### config.mk
export PLATFORM = sky130hd
export DESIGN_NAME = pipeline_hazard_ctrl
export DESIGN_NICKNAME = d
export VERILOG_FILES = /design/src/rtl/pipeline_hazard_ctrl.sv
export SDC_FILE = /design/constraint.sdc
export NUM_CORES = 1
export LEC_CHECK = 0
export BUFFER_PORTS_ARGS = -buffer_cell sky130_fd_sc_hd__buf_2
export CORE_MARGIN = 4
export CORE_UTILIZATION = 34
export DETAILED_ROUTE_END_ITERATION = 10
export PLACE_DENSITY = 0.73
export SLEW_MARGIN = 10
export SYNTH_ARGS = -nofsm -noshare
export SYNTH_HDL_FRONTEND = slang
export SYNTH_SLANG_ARGS = --single-unit
### constraint.sdc
create_clock -name clk -period 2.1 [get_ports clk]
set_input_delay 0.42 -clock clk [delete_from_list [all_inputs] [get_ports clk]]
set_output_delay 0.42 -clock clk [all_outputs]
set_load 0.01 [all_outputs]
### src/rtl/pipeline_hazard_ctrl.sv
// rtl/pipeline_hazard_ctrl.sv - stall/flush sequencer with shared I/D line-refill arbitration
// Optional perf counters enabled by defining HAZ_PERF_EN.
module pipeline_hazard_ctrl #(
    parameter int LINE_WORDS = 8,
    parameter int WIDX_W     = 3
) (
    input  logic              clk,
    input  logic              rst,
    input  logic              icache_miss,
    input  logic              dcache_miss,
    input  logic              mem_data_valid,
    input  logic              idex_memread,
    input  logic [3:0]        idex_rd,
    input  logic [3:0]        ifid_rs,
    input  logic [3:0]        ifid_rt,
    input  logic              branch_taken,
    output logic              pc_wren,
    output logic              ifid_wren,
    output logic              ifid_flush,
    output logic              idex_flush,
    output logic              pipe_stall,
    output logic              mem_req,
    output logic              fill_icache,
    output logic              fill_dcache,
    output logic [WIDX_W-1:0] fill_word,
    output logic              fill_done,
    output logic [15:0]       stall_cnt,
    output logic [15:0]       flush_cnt
);

    localparam logic [1:0] ST_RUN    = 2'd0;
    localparam logic [1:0] ST_FILL_D = 2'd1;
    localparam logic [1:0] ST_FILL_I = 2'd2;

    localparam logic [WIDX_W-1:0] LAST_WORD = WIDX_W'(LINE_WORDS - 1);

    logic [1:0]        state_q, state_d;
    logic [WIDX_W-1:0] cnt_q, cnt_d;
    logic              load_use;

    assign load_use = idex_memread && (idex_rd != 4'd0) &&
                      ((idex_rd == ifid_rs) || (idex_rd == ifid_rt));

    always_comb begin
        state_d     = state_q;
        cnt_d       = cnt_q;
        pc_wren     = 1'b0;
        ifid_wren   = 1'b0;
        ifid_flush  = 1'b0;
        idex_flush  = 1'b0;
        pipe_stall  = 1'b0;
        mem_req     = 1'b0;
        fill_icache = 1'b0;
        fill_dcache = 1'b0;
        fill_word   = '0;
        fill_done   = 1'b0;
        if (rst) begin
            state_d = ST_RUN;
            cnt_d   = '0;
        end else begin
            case (state_q)
                ST_FILL_D, ST_FILL_I: begin
                    mem_req     = 1'b1;
                    fill_dcache = (state_q == ST_FILL_D);
                    fill_icache = (state_q == ST_FILL_I);
                    pipe_stall  = 1'b1;
                    fill_word   = cnt_q;
                    if (mem_data_valid) begin
                        cnt_d = cnt_q + WIDX_W'(1);
                        if (cnt_q == LAST_WORD) begin
                            fill_done = 1'b1;
                            cnt_d     = '0;
                            state_d   = ST_RUN;
                        end
                    end
                end
                default: begin
                    // D-side wins so the older instruction in MEM completes first
                    if (dcache_miss) begin
                        pipe_stall = 1'b1;
                        state_d    = ST_FILL_D;
                    end else if (icache_miss) begin
                        pipe_stall = 1'b1;
                        state_d    = ST_FILL_I;
                    end else if (load_use) begin
                        idex_flush = 1'b1;
                    end else begin
                        pc_wren    = 1'b1;
                        ifid_wren  = 1'b1;
                        ifid_flush = branch_taken;
                    end
                end
            endcase
        end
    end

    always_ff @(posedge clk) begin
        if (rst) begin
            state_q <= ST_RUN;
            cnt_q   <= '0;
        end else begin
            state_q <= state_d;
            cnt_q   <= cnt_d;
        end
    end

`ifdef HAZ_PERF_EN
    logic [15:0] stall_cnt_q, flush_cnt_q;

    always_ff @(posedge clk) begin
        if (rst) begin
            stall_cnt_q <= 16'h0000;
            flush_cnt_q <= 16'h0000;
        end else begin
            if (!pc_wren && (stall_cnt_q != 16'hFFFF))
                stall_cnt_q <= stall_cnt_q + 16'd1;
            if (ifid_flush && (flush_cnt_q != 16'hFFFF))
                flush_cnt_q <= flush_cnt_q + 16'd1;
        end
    end

    assign stall_cnt = stall_cnt_q;
    assign flush_cnt = flush_cnt_q;
`else
    assign stall_cnt = 16'h0000;
    assign flush_cnt = 16'h0000;
`endif

endmodule
Word level (Yosys, flattened, before mapping)
Cells that the tools add are included.
{ "word_totals": {"regBits": 5, "wordCells": 55, "input_bits": 19, "out_inout_bits": 44} }
{ "op_classes": {"n_eq_ne": 7, "n_mux": 37, "n_reduce_logical": 8, "add_sub_neg": 1} }
{ "op_table": {"columns": ["op", "n"], "rows": [
  ["1-bit 2-to-1 mux", 29],
  ["2-bit 2-to-1 mux", 5],
  ["3-bit 2-to-1 mux", 3],
  ["4-bit == test", 2],
  ["2-bit inequality test, second input constant", 2],
  ["4-bit nonzero test", 1],
  ["3-bit by 1-bit adder with 3-bit output, second input constant", 1],
  ["3-bit == test, second input constant", 1],
  ["3-bit AND reduction", 1],
  ["3-bit nonzero test", 1],
  ["2-bit by 1-bit == test with 1-bit output, second input constant", 1],
  ["2-bit == test, second input constant", 1],
  ["1-bit logical AND", 2],
  ["2-bit AND reduction", 1],
  ["2-bit OR reduction", 1],
  ["1-bit logical OR", 1]
]} }

Depth between registers and ports, before layout
{ "depth": {"depth_word": 8, "depth_mapped": 6, "ltp_nobuf": 6} }

Worst setup path after synthesis
OpenSTA, ideal clock, no wires.
{ "synth_timing": {"path_kind": "register -> output", "start": "register state_q[0]", "end": "output port pc_wren", "path_slack_ps": 173, "stages_incl_launch_ff": 7, "arrival_time_ps": 1507, "n_path_buf": 1, "cell_sequence": "dfxtp_1 inv_1 ha_1 nand2b_1 or3_4 nor2_1 buf_4"} }
{ "synth_via": {"elab_chain_len": 4} }
{ "synth_lines": {"columns": ["element", "line_no", "source"], "rows": [
  ["start: declaration", "37", "logic [1:0] state_q, state_d;"],
  ["start signal: assignment", "102", "state_q <= state_d;"],
  ["2-bit by 1-bit == test with 1-bit output or 2-bit == test (tied branches)", null, null],
  ["2-bit OR reduction (*)", null, null],
  ["1-bit 2-to-1 mux (*) (2 in series)", null, null],
  ["end: declaration", "17", "output logic pc_wren,"]
]} }
Every way passes the cells marked *; elsewhere a longest branch is shown, timed or not.

Worst setup path in the final report
{ "layout_timing": {"start": "register state_q[0]", "end": "output port ifid_flush"} }
{ "layout_via": {"elab_chain_len": 4} }
{ "layout_lines": {"columns": ["element", "line_no", "source"], "rows": [
  ["2-bit by 1-bit == test with 1-bit output or 2-bit == test (tied branches)", "61", "case (state_q)"],
  ["2-bit OR reduction (*)", "61", null],
  ["1-bit 2-to-1 mux (*)", "61", null],
  ["1-bit 2-to-1 mux (*)", "57", "if (rst) begin"],
  ["end: declaration", "19", "output logic ifid_flush,"]
]} }
Marked as above.

==> reports/qor.csv <==
stage;metric;value;unit
finish;nets;146;
finish;n_antenna_cell;0;
clock_tree;clockBufferDepth;2;
setup_path;worstSetupStartpoint;state_q[0];
setup_path;arrival;1650;ps
min_path;min_path_type;in2reg;
global_routing;overflow;0;
clock_tree;clk_latency;250;ps
yosys;synth.distinct_cells;22;
yosys;synthArstFlopShare;0;
yosys;ys_ff_latch;5;
floorplan;row_count;16;
yosys;synth_top_area_frac;0.360;
sta;finalCritPeriodShare;0.985;
detailed_routing;num_vias;586;
min_path;min_from;dcache_miss;
floorplan;pin_count;63;
sta;fin_skew;8.74;ps
clock_tree;ctsHtreeMaxLevel;1;
floorplan;dieArea;2880;sq um
global_routing;antenna_found_initial;0;
setup_path;crit_path_start_kind;flop;
detailed_routing;drtIter0Drc;7;
detailed_routing;viasPerCell;3.93;
global_routing;grtUsageMet1;0.112;
setup_path;cp-end-kind;primary output;
sta;timing.final.ws_setup;31.1;ps
sta;maxSlewViolCount;0;
finish;fin_area;808;sq um
sta;final.min_clock_period;2070;ps
setup_path;required;1680;ps
setup_path;critPathKind;reg2out;
detailed_routing;drc_errors;0;
pwr;leakage;0.443;nW
sta;setup_viol;0;
yosys;synth_edf_count;0;
min_path;hold_depth;3;
place;placed_cell_area;753;sq um
setup_path;r2r_start;state_q[1];
global_routing;gr-usage-met2;0.159;
detailed_routing;routed_wl;1420;microns
place;placed_cells;144;
floorplan;die_x;53.6;microns
pwr;vdd_drop_max;0.511;mV
yosys;syn_area_per_cell;7.87;sq um
setup_path;reg2reg_to;cnt_q[1];
global_routing;busiest_layer;met2;
place;dp.final_hpwl;1230;microns
floorplan;core;1960;sq um
global_routing;grt_use_met3;0.0609;
setup_path;crit_path_max_fanout;3;
place;port-buffer-count;30;
detailed_routing;wl_per_cell;9.54;microns
floorplan;start_util;0.361;
global_routing;grt_pass1_wl;2080;microns
pwr;power;0.372;mW
yosys;yosysTopAreaCell;buf_4;
clock_tree;cts.sinks;5;
sta;max_freq;483;MHz
clock_tree;cts_made_buffers;3;
finish;final_layout_size_suffix_gt1_frac;0.344;
yosys;synth_ff_type;dfxtp_1;
clock_tree;cts_hold_buffers;0;
outcome;outcome;finished, final reports clean;
yosys;yosysWarningCount;0;
pwr;pwr_density_cell;461;nW/um^2
finish;stdcell_count;149;
finish;area.growth.synth_to_final;14.1;%
min_path;hold_path_end;state_q[0];
detailed_routing;first_pass_iters;3;
detailed_routing;ant_nets;0;
yosys;syn-cell-area;708;sq um
clock_tree;clk_pin_slew;50;ps
setup_path;ff2ff_path_depth;6;
yosys;synth_area_leaders;buf_4, dfxtp_1, xnor2_1, ha_1, nor2b_1;
global_routing;grt_pass1_vias;482;
clock_tree;cts_tree;yes;
place;gp_congestion;0.773;
sta;rsz0062_at_grt;yes;
yosys;synthCells;90;
floorplan;die_y;53.6;microns
clock_tree;clock-root-buffer;clkbuf_4;
sta;hold_violations;0;
global_routing;grt_max_degree;11;
yosys;synth_common_cells;buf_4, xnor2_1, nor2_1;
setup_path;regToRegSetupSlack;690;ps
global_routing;grt.total_usage;0.0999;
job;drv_cap;0;
yosys;yosysMostFrequentCell;buf_4;
yosys;ys_seq_area_frac;0.141;
sta;hold_slack;445;ps
place;place_ws;181;ps
worst max-delay path by stage:
stage	to	slack [ps]	cells after the start
5_1_grt	ifid_flush	-90	6
4_1_cts	ifid_flush	20	6
6_report	ifid_flush	30	6
2_1_floorplan	pc_wren	170	6
3_5_place_dp	ifid_flush	180	6
3_3_place_gp	ifid_flush	240	6
routing by layer:
layer | up-vias | share of wire
met4 | 0 | 0
met3 | 0 | 0.14
li1 | 290 | -
met2 | 34 | 0.53
met5 | - | 0
met1 | 262 | 0.33
stage by stage:
stage	utilization	setup TNS, ps
global route	0.412	-129
detailed placement	0.384	0
floorplan	-	0
CTS	0.404	0
global placement	0.384	0
finish	0.412	0
critical path, stage by stage, from the launching register on:
cell and delay (ps):
dfxtp_2 340, inv_2 50, ha_4 280, nand2b_4 50
or3_4 370, nor3b_2 170, buf_2 150
cell usage in the layout, fill, tap and decap left out:
master    count
conb_1       32
buf_2        30
xnor2_1       8
nor2_1        7
nor2b_1       5
a21oi_1       5
dfxtp_1       4
and2_1        3
ha_1          3
clkbuf_4      3
nand4_1       2
o21ai_0       2
nand2_1       2
inv_1         1
and3_1        1
inv_2         1
nand2b_4      1
or3_4         1
o41ai_2       1
a21oi_2       1
nor3b_2       1
nand2b_1      1
nor3b_1       1
nor3_1        1
mux2i_1       1
ha_4          1
clkbuf_1      1
buf_4         1
dfxtp_2       1
state kept, by name, summed over array words and instances, names as in the netlist:
name	flops
cnt_q	3
state_q	2
cell type report:
| cell class | instances | area (sq um) |
|---|---|---|
| Fill cell | 210 | 1150 |
| Multi-Input combinational cell | 80 | 482 |
| Timing Repair Buffer | 31 | 158 |
| Sequential cell | 5 | 101 |
| Tap cell | 27 | 33.8 |
| Clock buffer | 4 | 26.3 |
| Inverter | 2 | 7.51 |
timing repair:
item / CTS / global route
cloned: 0 / 0
resized for setup: 2 / 2
endpoints found under the setup margin: 4 / 4
pin swaps: 0 / 3
setup buffers: 0 / 1
report_power, final:
group          leakage, nW  internal (mW)  total, mW  switching (mW)
logic                0.387         0.0641      0.150          0.0858
clock network       0.0150         0.0720      0.113          0.0411
registers           0.0411          0.103      0.109         0.00679
logic make-up (layout without fill, tap and decap cells):
| family | count (synthesis) | count (layout) | share of synthesized area |
|---|---|---|---|
| buf+inv | 36 | 37 | 0.371 |
| simple gates | 26 | 26 | 0.214 |
| compound gates | 9 | 9 | 0.0848 |
| xor+xnor | 8 | 8 | 0.0989 |
| flops | 5 | 5 | 0.141 |
| fa+ha+maj | 4 | 4 | 0.0707 |
| other cells | 1 | 32 | 0.00530 |
| mux | 1 | 1 | 0.0141 |
Note: power is estimated with default switching activity, not from simulation.
